## config.mk

```make
export PLATFORM = sky130hd
export DESIGN_NAME = dfp96_digit_normalizer
export DESIGN_NICKNAME = d
export VERILOG_FILES = /design/src/rtl/dfp96_digit_normalizer.sv
export SDC_FILE = /design/constraint.sdc
export NUM_CORES = 2
export LEC_CHECK = 0
export BUFFER_PORTS_ARGS = -buffer_cell sky130_fd_sc_hd__clkbuf_2
export CAP_MARGIN = 20
export CORE_MARGIN = 1
export CORE_UTILIZATION = 36
export CTS_CLUSTER_DIAMETER = 100
export CTS_CLUSTER_SIZE = 40
export DETAILED_ROUTE_END_ITERATION = 16
export HOLD_SLACK_MARGIN = 0.02
export SYNTH_ARGS = -nofsm -noshare
export SYNTH_HDL_FRONTEND = slang
export SYNTH_SLANG_ARGS = --single-unit
```

## constraint.sdc

```tcl
create_clock -name clk -period 36 [get_ports clk]
set_clock_uncertainty 0.05 [all_clocks]
set_input_delay 1.8 -clock clk [delete_from_list [all_inputs] [get_ports clk]]
set_output_delay 1.8 -clock clk [all_outputs]
set_load 0.01 [all_outputs]
```

## src/rtl/dfp96_digit_normalizer.sv

```systemverilog
// Four-stage BCD normaliser between the DFP96 add/sub core and the rounder.
// Folds the carry digit or strips leading zero digits, clamping the shift by the exponent.
module dfp96_digit_normalizer #(
   parameter logic [11:0] EXP_MAX = 12'd3071,
   parameter logic [11:0] EXP_INF = 12'hFFF
) (
   input  logic         clk,
   input  logic         rst,
   input  logic         ce,
   input  logic         i_valid,
   input  logic         under_i,
   input  logic         i_sign,
   input  logic [11:0]  i_exp,
   input  logic [207:0] i_sig,
   input  logic [3:0]   i_flags,
   output logic         o_valid,
   output logic         o_sign,
   output logic [11:0]  o_exp,
   output logic [99:0]  o_sig,
   output logic [7:0]   o_gr,
   output logic         o_sticky,
   output logic         o_zero,
   output logic         o_under,
   output logic         o_over,
   output logic [3:0]   o_flags
);

   logic         p1_v, p1_under, p1_sign;
   logic [11:0]  p1_exp;
   logic [207:0] p1_sig;
   logic [3:0]   p1_flags;
   logic [51:0]  p1_nz, nz_c;

   logic         p2_v, p2_under, p2_sign, p2_carry, p2_allz;
   logic [11:0]  p2_exp;
   logic [207:0] p2_sig;
   logic [3:0]   p2_flags;
   logic [5:0]   p2_lzc, lzc_c;

   logic         p3_v, p3_sign, p3_clr, p3_zero, p3_under, p3_over;
   logic [11:0]  p3_exp;
   logic [207:0] p3_sig;
   logic [3:0]   p3_flags;
   logic [5:0]   p3_k;

   logic         clr_c, zero_c, under_c, over_c;
   logic [11:0]  exp_c;
   logic [3:0]   flags_c;
   logic [5:0]   k_c, s_c;
   logic [207:0] win_c;

   always_comb begin
      for (int k = 0; k < 52; k++) nz_c[k] = |i_sig[4*k +: 4];
   end

   always_comb begin
      logic found;
      found = 1'b0;
      lzc_c = 6'd51;
      for (int k = 50; k >= 0; k--) begin
         if (!found && p1_nz[k]) begin
            lzc_c = 6'(50 - k);
            found = 1'b1;
         end
      end
   end

   // k is the left shift applied to the raw 52-digit vector so that the window top lands on digit 51:
   // k=0 keeps the carry digit on top, k=s+1 selects digit 50-s.
   always_comb begin
      k_c     = 6'd1;
      s_c     = 6'd0;
      exp_c   = p2_exp;
      clr_c   = 1'b0;
      zero_c  = 1'b0;
      under_c = p2_under;
      over_c  = 1'b0;
      flags_c = p2_flags;
      if (|p2_flags) begin
         k_c = 6'd1;
      end else if (p2_carry) begin
         if (p2_exp == EXP_MAX) begin
            over_c     = 1'b1;
            exp_c      = EXP_INF;
            clr_c      = 1'b1;
            flags_c[0] = 1'b1;
         end else begin
            k_c   = 6'd0;
            exp_c = p2_exp + 12'd1;
         end
      end else if (p2_allz) begin
         exp_c  = 12'd0;
         zero_c = 1'b1;
         clr_c  = 1'b1;
      end else begin
         s_c   = ({6'd0, p2_lzc} < p2_exp) ? p2_lzc : p2_exp[5:0];
         k_c   = s_c + 6'd1;
         exp_c = p2_exp - {6'd0, s_c};
         if (s_c < p2_lzc) under_c = 1'b1;
      end
   end

   assign win_c = p3_sig << {p3_k, 2'b00};

   always_ff @(posedge clk or posedge rst) begin
      if (rst) begin
         p1_v <= 1'b0; p1_under <= 1'b0; p1_sign <= 1'b0; p1_exp <= '0;
         p1_sig <= '0; p1_flags <= '0; p1_nz <= '0;
         p2_v <= 1'b0; p2_under <= 1'b0; p2_sign <= 1'b0; p2_carry <= 1'b0;
         p2_allz <= 1'b0; p2_exp <= '0; p2_sig <= '0; p2_flags <= '0; p2_lzc <= '0;
         p3_v <= 1'b0; p3_sign <= 1'b0; p3_clr <= 1'b0; p3_zero <= 1'b0;
         p3_under <= 1'b0; p3_over <= 1'b0; p3_exp <= '0; p3_sig <= '0;
         p3_flags <= '0; p3_k <= '0;
         o_valid <= 1'b0; o_sign <= 1'b0; o_exp <= '0; o_sig <= '0; o_gr <= '0;
         o_sticky <= 1'b0; o_zero <= 1'b0; o_under <= 1'b0; o_over <= 1'b0; o_flags <= '0;
      end else if (ce) begin
         p1_v <= i_valid; p1_under <= under_i; p1_sign <= i_sign; p1_exp <= i_exp;
         p1_sig <= i_sig; p1_flags <= i_flags; p1_nz <= nz_c;

         p2_v <= p1_v; p2_under <= p1_under; p2_sign <= p1_sign; p2_exp <= p1_exp;
         p2_sig <= p1_sig; p2_flags <= p1_flags;
         p2_carry <= p1_nz[51]; p2_allz <= ~|p1_nz; p2_lzc <= lzc_c;

         p3_v <= p2_v; p3_sign <= p2_sign; p3_sig <= p2_sig; p3_k <= k_c;
         p3_exp <= exp_c; p3_clr <= clr_c; p3_zero <= zero_c; p3_under <= under_c;
         p3_over <= over_c; p3_flags <= flags_c;

         o_valid  <= p3_v;
         o_sign   <= p3_sign;
         o_exp    <= p3_exp;
         o_sig    <= p3_clr ? '0 : win_c[207:108];
         o_gr     <= p3_clr ? '0 : win_c[107:100];
         o_sticky <= p3_clr ? 1'b0 : |win_c[99:0];
         o_zero   <= p3_zero;
         o_under  <= p3_under;
         o_over   <= p3_over;
         o_flags  <= p3_flags;
      end
   end

endmodule

```

# Word level (Yosys, flattened, before mapping)
# Cells that the tools add are included.
dict set report totals {
  reg_bits 880
  output_inout_bits 130
  elab_cells 327
}
dict set report op_classes {
  addsub 3
  n_lt_le_gt_ge 2
  n_eq_ne 1
  n_shift 1
  n_mux 128
  reduce_logical 156
}
# cell n
set ops {}
lappend ops {{two-way mux 6 bit} 55}
lappend ops {{OR reduction 4 bit} 53}
lappend ops {{left shift 208 x 8 -> 208 bit} 1}
lappend ops {{two-way mux 100 bit} 1}
lappend ops {{OR reduction 100 bit} 1}
lappend ops {{two-way mux 1 bit} 67}
lappend ops {{OR reduction 52 bit} 1}
lappend ops {{logical NOT 1 bit} 51}
lappend ops {{logical AND 1 bit} 50}
lappend ops {{two-way mux 12 bit} 4}
lappend ops {{adder 12 x 1 -> 12 bit (second input constant)} 1}
lappend ops {{equality test 12 bit (second input constant)} 1}
lappend ops {{less-than comparator 6 x 12 -> 1 bit} 1}
lappend ops {{subtractor 12 x 6 -> 12 bit} 1}
lappend ops {{two-way mux 8 bit} 1}
lappend ops {{adder 6 x 1 -> 6 bit (second input constant)} 1}
lappend ops {{less-than comparator 6 bit} 1}

# Longest topological paths before layout
dict set report logic_depth {
  ltp_word 151
  depth_mapped 19
  mapped_depth_nobuf 18
}

# Worst setup path after synthesis
# OpenSTA, ideal clock, no wires.
dict set report synth_path {
  kind {register to register}
  start {register p2_exp[7]}
  end {register p3_exp[10]}
  setup_time_ps 77
  arrival_ps 4058
  t_required_ps 35873
  setup_slack_ps 31814
  path_stages_with_launch 20
  period_less_slack_ps 4186
  cell_sequence {dfrtp_1 clkbuf_1 or3_1 or2_2 nor3_1 nand3_1 o21ai_0 buf_2 mux2_2 ha_1 inv_1 fa_1 a21o_1 a21oi_1 o21bai_1 a21o_1 or2_2 o21ai_0 a22oi_1 a21oi_1}
}
dict set report synth_via {
  elab_chain_len 6
}
# item line_no
set synth_lines {}
lappend synth_lines {{start, declared} 35} ;# logic [11:0] p2_exp;
lappend synth_lines {{start signal, assigned} 120} ;# p2_v <= p1_v; p2_under <= p1_under; p2_sign <= p1_sign; p2_exp <= p1_exp;
lappend synth_lines {{less-than comparator 6 x 12 -> 1 bit} 96} ;# s_c = ({6'd0, p2_lzc} < p2_exp) ? p2_lzc : p2_exp[5:0];
lappend synth_lines {{two-way mux 6 bit} 96}
lappend synth_lines {{subtractor 12 x 6 -> 12 bit} 98} ;# exp_c = p2_exp - {6'd0, s_c};
lappend synth_lines {{two-way mux 12 bit} 91} ;# end else if (p2_allz) begin
lappend synth_lines {{two-way mux 12 bit (*)} 81} ;# end else if (p2_carry) begin
lappend synth_lines {{two-way mux 12 bit (*)} 79} ;# if (|p2_flags) begin
lappend synth_lines {{end signal, assigned} 125} ;# p3_exp <= exp_c; p3_clr <= clr_c; p3_zero <= zero_c; p3_under <= under_c;
lappend synth_lines {{end, declared} 41} ;# logic [11:0] p3_exp;
# Every way passes the cells marked *; elsewhere a longest branch is shown, timed or not.
# A chain may end at the register's enable or synchronous reset.

# Worst setup path after layout
dict set report layout_path {
  start {register p3_k[1]}
  end {register o_sticky}
}
dict set report layout_via {
  elab_chain_len 3
}
# item line_no
set layout_lines {}
lappend layout_lines {{start, declared} 44} ;# logic [5:0] p3_k;
lappend layout_lines {{start signal, assigned} 124} ;# p3_v <= p2_v; p3_sign <= p2_sign; p3_sig <= p2_sig; p3_k <= k_c;
lappend layout_lines {{left shift 208 x 8 -> 208 bit} 103} ;# assign win_c = p3_sig << {p3_k, 2'b00};
lappend layout_lines {{OR reduction 100 bit} 133} ;# o_sticky <= p3_clr ? 1'b0 : |win_c[99:0];
lappend layout_lines {{two-way mux 1 bit} 133}
lappend layout_lines {{end signal, assigned} 133}
lappend layout_lines {{end, declared} 21} ;# output logic o_sticky,
# No other way between the ends.

==> metrics.md <==
| Metric | Value |
|---|---|
| Worst Path Required | `36,460 ps` |
| Post-synth cell types | `74` |
| TritonCTS Buffers | `36` |
| TritonCTS clock tree | `built` |
| Maximum VDD drop | `0.0323 mV` |
| # port buffers | `between 300 and 400` |
| Sw Pwr | `around 900 µW` |
| Row cnt | `130` |
| Die Area | `0.129 mm²` |
| Post-detail-place hpwl | `123,000 µm` |
| Placeable Area | `0.126 mm²` |
| I/O pins | `360` |
| Ys async rst share | `100%` |
| Drt initial violations | `~4,000` |
| Worst Setup Start Kind | `flop` |
| Seq/Total Area, Yosys | `48.1%` |
| First-pass GRT wire length | `234,000 µm` |
| Die W | `between 300 and 400 µm` |
| CTS clock-pin slew for the worst setup and hold paths | `140 ps` |
| Top FF cell, synth | `dfrtp_1` |
| First-pass iteration count of the detailed router | `8` |
| Status | `finished, final reports clean` |
| Largest net degree at the start of global routing | `between 200 and 250` |
| Final min period | `5550 ps` |
| Post-CTS sizing | `0` |
| Max clock buf depth | `3` |
| Switch share | `between 30% and 40%` |
| CTS Sinks | `880` |
| Synth warnings | `0` |
| DR vias/cell | `5.93` |
| Flops & latches, synth | `880` |
| Antenna Nets Post-Route | `0` |
| Final Net Count | `roughly 4,200` |
| Int Pwr | `1.64 mW` |
| Most common cell after layout, fill and taps aside | `dfrtp_1` |
| Layout cells sized above 1 | `35.6%` |
| Routed vias | `33,500` |
| Die height | `359 µm` |
| RSZ-0062 raised after global routing | `false` |
| Pwr Density | `50.9 mW/mm²` |
| Combinational Power Share | `26.4%` |
| Design area | `0.0503 mm²` |
| Crit Path Max Fanout | `71` |
| Net Count, Synth | `roughly 4,100` |
| Worst slew margin | `between 10% and 20%` |
| Vias in the first global route | `32,500` |
| Initial antenna violation count | `7` |
| DRT Wirelength | `163,000 µm` |
| Final Core Density | `approximately two fifths` |
| Cell count after synthesis | `roughly 3,800` |
| PnR Total Power | `2.56 mW` |
| Post-synth EDFFs | `0` |
| Least-Margin Pin Slew | `~1200 ps` |
| WS Path Type | `reg -> reg` |
| Starting Density | `between 30 and 40%` |
| Gp weighted congestion | `0.977` |
| Max-Cap Viols | `0` |
| Most frequent cells in the layout | `dfrtp_1 (875), mux2_2 (760), clkbuf_2 (358)` |
| Post-DR wirelength/cell | `just under 30 µm` |
| Final Hold Vio Count | `0` |
| Sequential share of power | `51.2%` |
| Setup TNS | `0 ps` |
| Clock root cell | `clkbuf_16` |
| Worst path arrival time | `between 6000 and 7000 ps` |
| Area grow syn2layout | `9.88%` |
| Postcts setup bufs | `0` |
| Clk pwr share | `22.4%` |
| H-Tree Depth | `2` |
| Avg Synthesized Cell Area | `12.0 µm²` |
| Filler cells | `12,200` |
| Max frequency | `180 MHz` |
| Dpl cell area | `0.0489 mm²` |
| Clock Latency Late Sink | `680 ps` |
| Tot GR Track Use | `24.9%` |
| Nature of the critical path endpoint | `flop` |
| Leak | `20.9 nW` |
| Tcrit/Tclk final | `15.4%` |
| Grt total ovfl | `0` |
| Synth Cell Area | `0.0458 mm²` |
| Slew Limit Fails | `0` |
| Final Setup Violations | `0` |
| Worst hold path class | `reg -> reg` |
| Cts hold-fix bufs | `0` |
| Residual DRC | `0` |
==> per-stage QoR <==
stage	setup slack, ps	hold WS (ps)	instances
after floorplan	9420	396	3812
after global placement	30570	408	5579
after detailed placement	30550	414	5580
after CTS	30490	426	5639
after global routing	30100	439	5642
final	30450	425	5644
==> path summary, 6_finish.rpt <==
| path | depth (start not counted) | endpoint | from | slack [ps] |
|---|---|---|---|---|
| worst min-delay path | 1 | p3_sig[26]$_DFFE_PP0P_ | p2_sig[26]$_DFFE_PP0P_ | 420 |
| max in group asynchronous | 5 | p1_sig[106]$_DFFE_PP0P_ | rst | 31700 |
| worst max register to register | 10 | o_sticky$_DFFE_PP0P_ | p3_k[1]$_DFFE_PP0P_ | 30450 |
| worst max-delay path | 10 | o_sticky$_DFFE_PP0P_ | p3_k[1]$_DFFE_PP0P_ | 30450 |
| min in group asynchronous | 2 | p3_sig[49]$_DFFE_PP0P_ | rst | 1240 |
| worst min register to register | 1 | p3_sig[26]$_DFFE_PP0P_ | p2_sig[26]$_DFFE_PP0P_ | 420 |
==> metal layers <==
| metal | share of wire, % | track usage, % | vias to the layer above |
|---|---|---|---|
| met3 | 8.8 | 5.32 | 210 |
| met2 | 44 | 37.6 | 1419 |
| li1 | - | - | 14400 |
| met4 | 2.6 | 6.72 | 6 |
| met5 | 0.023 | 0 | - |
| met1 | 44 | 36.0 | 17400 |
==> logic make-up (layout without fill, tap and decap cells) <==
kind of cell / count (synthesis) / count (layout) / synth area share, %
AO/OA/AOI/OAI: 673 / 673 / 9.69
XOR/XNOR: 6 / 6 / 0.115
adder cells (fa/ha/maj): 19 / 19 / 0.536
buffers and inverters: 340 / 519 / 3.10
flip-flops: 880 / 880 / 48.1
multiplexers: 1127 / 1127 / 31.1
other: 0 / 3 / 0
AND/OR/NAND/NOR: 767 / 767 / 7.41
==> flip-flops by register name (all words and copies together) (netlist names), 6 cells and up <==
register and cells:
o_exp 12, o_gr 8, o_sig 100, p1_exp 12
p1_nz 52, p1_sig 208, p2_exp 12, p2_lzc 6
p2_sig 208, p3_exp 12, p3_k 6, p3_sig 208
==> cells in the mapped netlist (40+ instances only) <==
library cell | instances | area share, %
a21oi_1 | 176 | 1.9
buf_2 | 50 | 0.55
clkbuf_1 | 192 | 1.6
dfrtp_1 | 880 | 48
inv_1 | 47 | 0.39
mux2_2 | 760 | 19
mux2i_1 | 208 | 4.5
mux4_2 | 159 | 7.8
nand2_1 | 310 | 2.5
nand3_1 | 40 | 0.44
nor2_1 | 240 | 2.0
nor4_1 | 59 | 0.81
o21ai_0 | 173 | 1.9
==> area by class of cell <==
class	instances	area [µm²]	area share, %
timing repair buffer	411	2290	4.55
clock buffer	38	930	1.85
multi-input combinational	2592	22400	44.5
antenna	3	7.51	0.0149
clock inverter	21	407	0.808
inverter	49	203	0.403
tap	1650	2060	4.10
sequential	880	22000	43.8
==> critical path, stage by stage (launching register included) <==
cell     delay [ps]
dfrtp_4         930
buf_4           900
buf_4           800
mux4_2          640
mux2_2          310
mux2i_1         470
o21ai_0         190
or4_1           520
nor4_2          160
a22o_1          190
a41oi_1         130
==> power by group through the flow <==
| stage | clock network (mW) | registers [mW] | logic (mW) |
|---|---|---|---|
| floorplan | 0 | 1.25 | 0.413 |
| global placement | 0 | 1.32 | 0.653 |
| detailed placement | 0 | 1.33 | 0.659 |
| CTS | 0.590 | 1.31 | 0.662 |
| global route | 0.617 | 1.33 | 0.711 |
| finish | 0.573 | 1.31 | 0.676 |
Power figures use the tool's default switching activity.
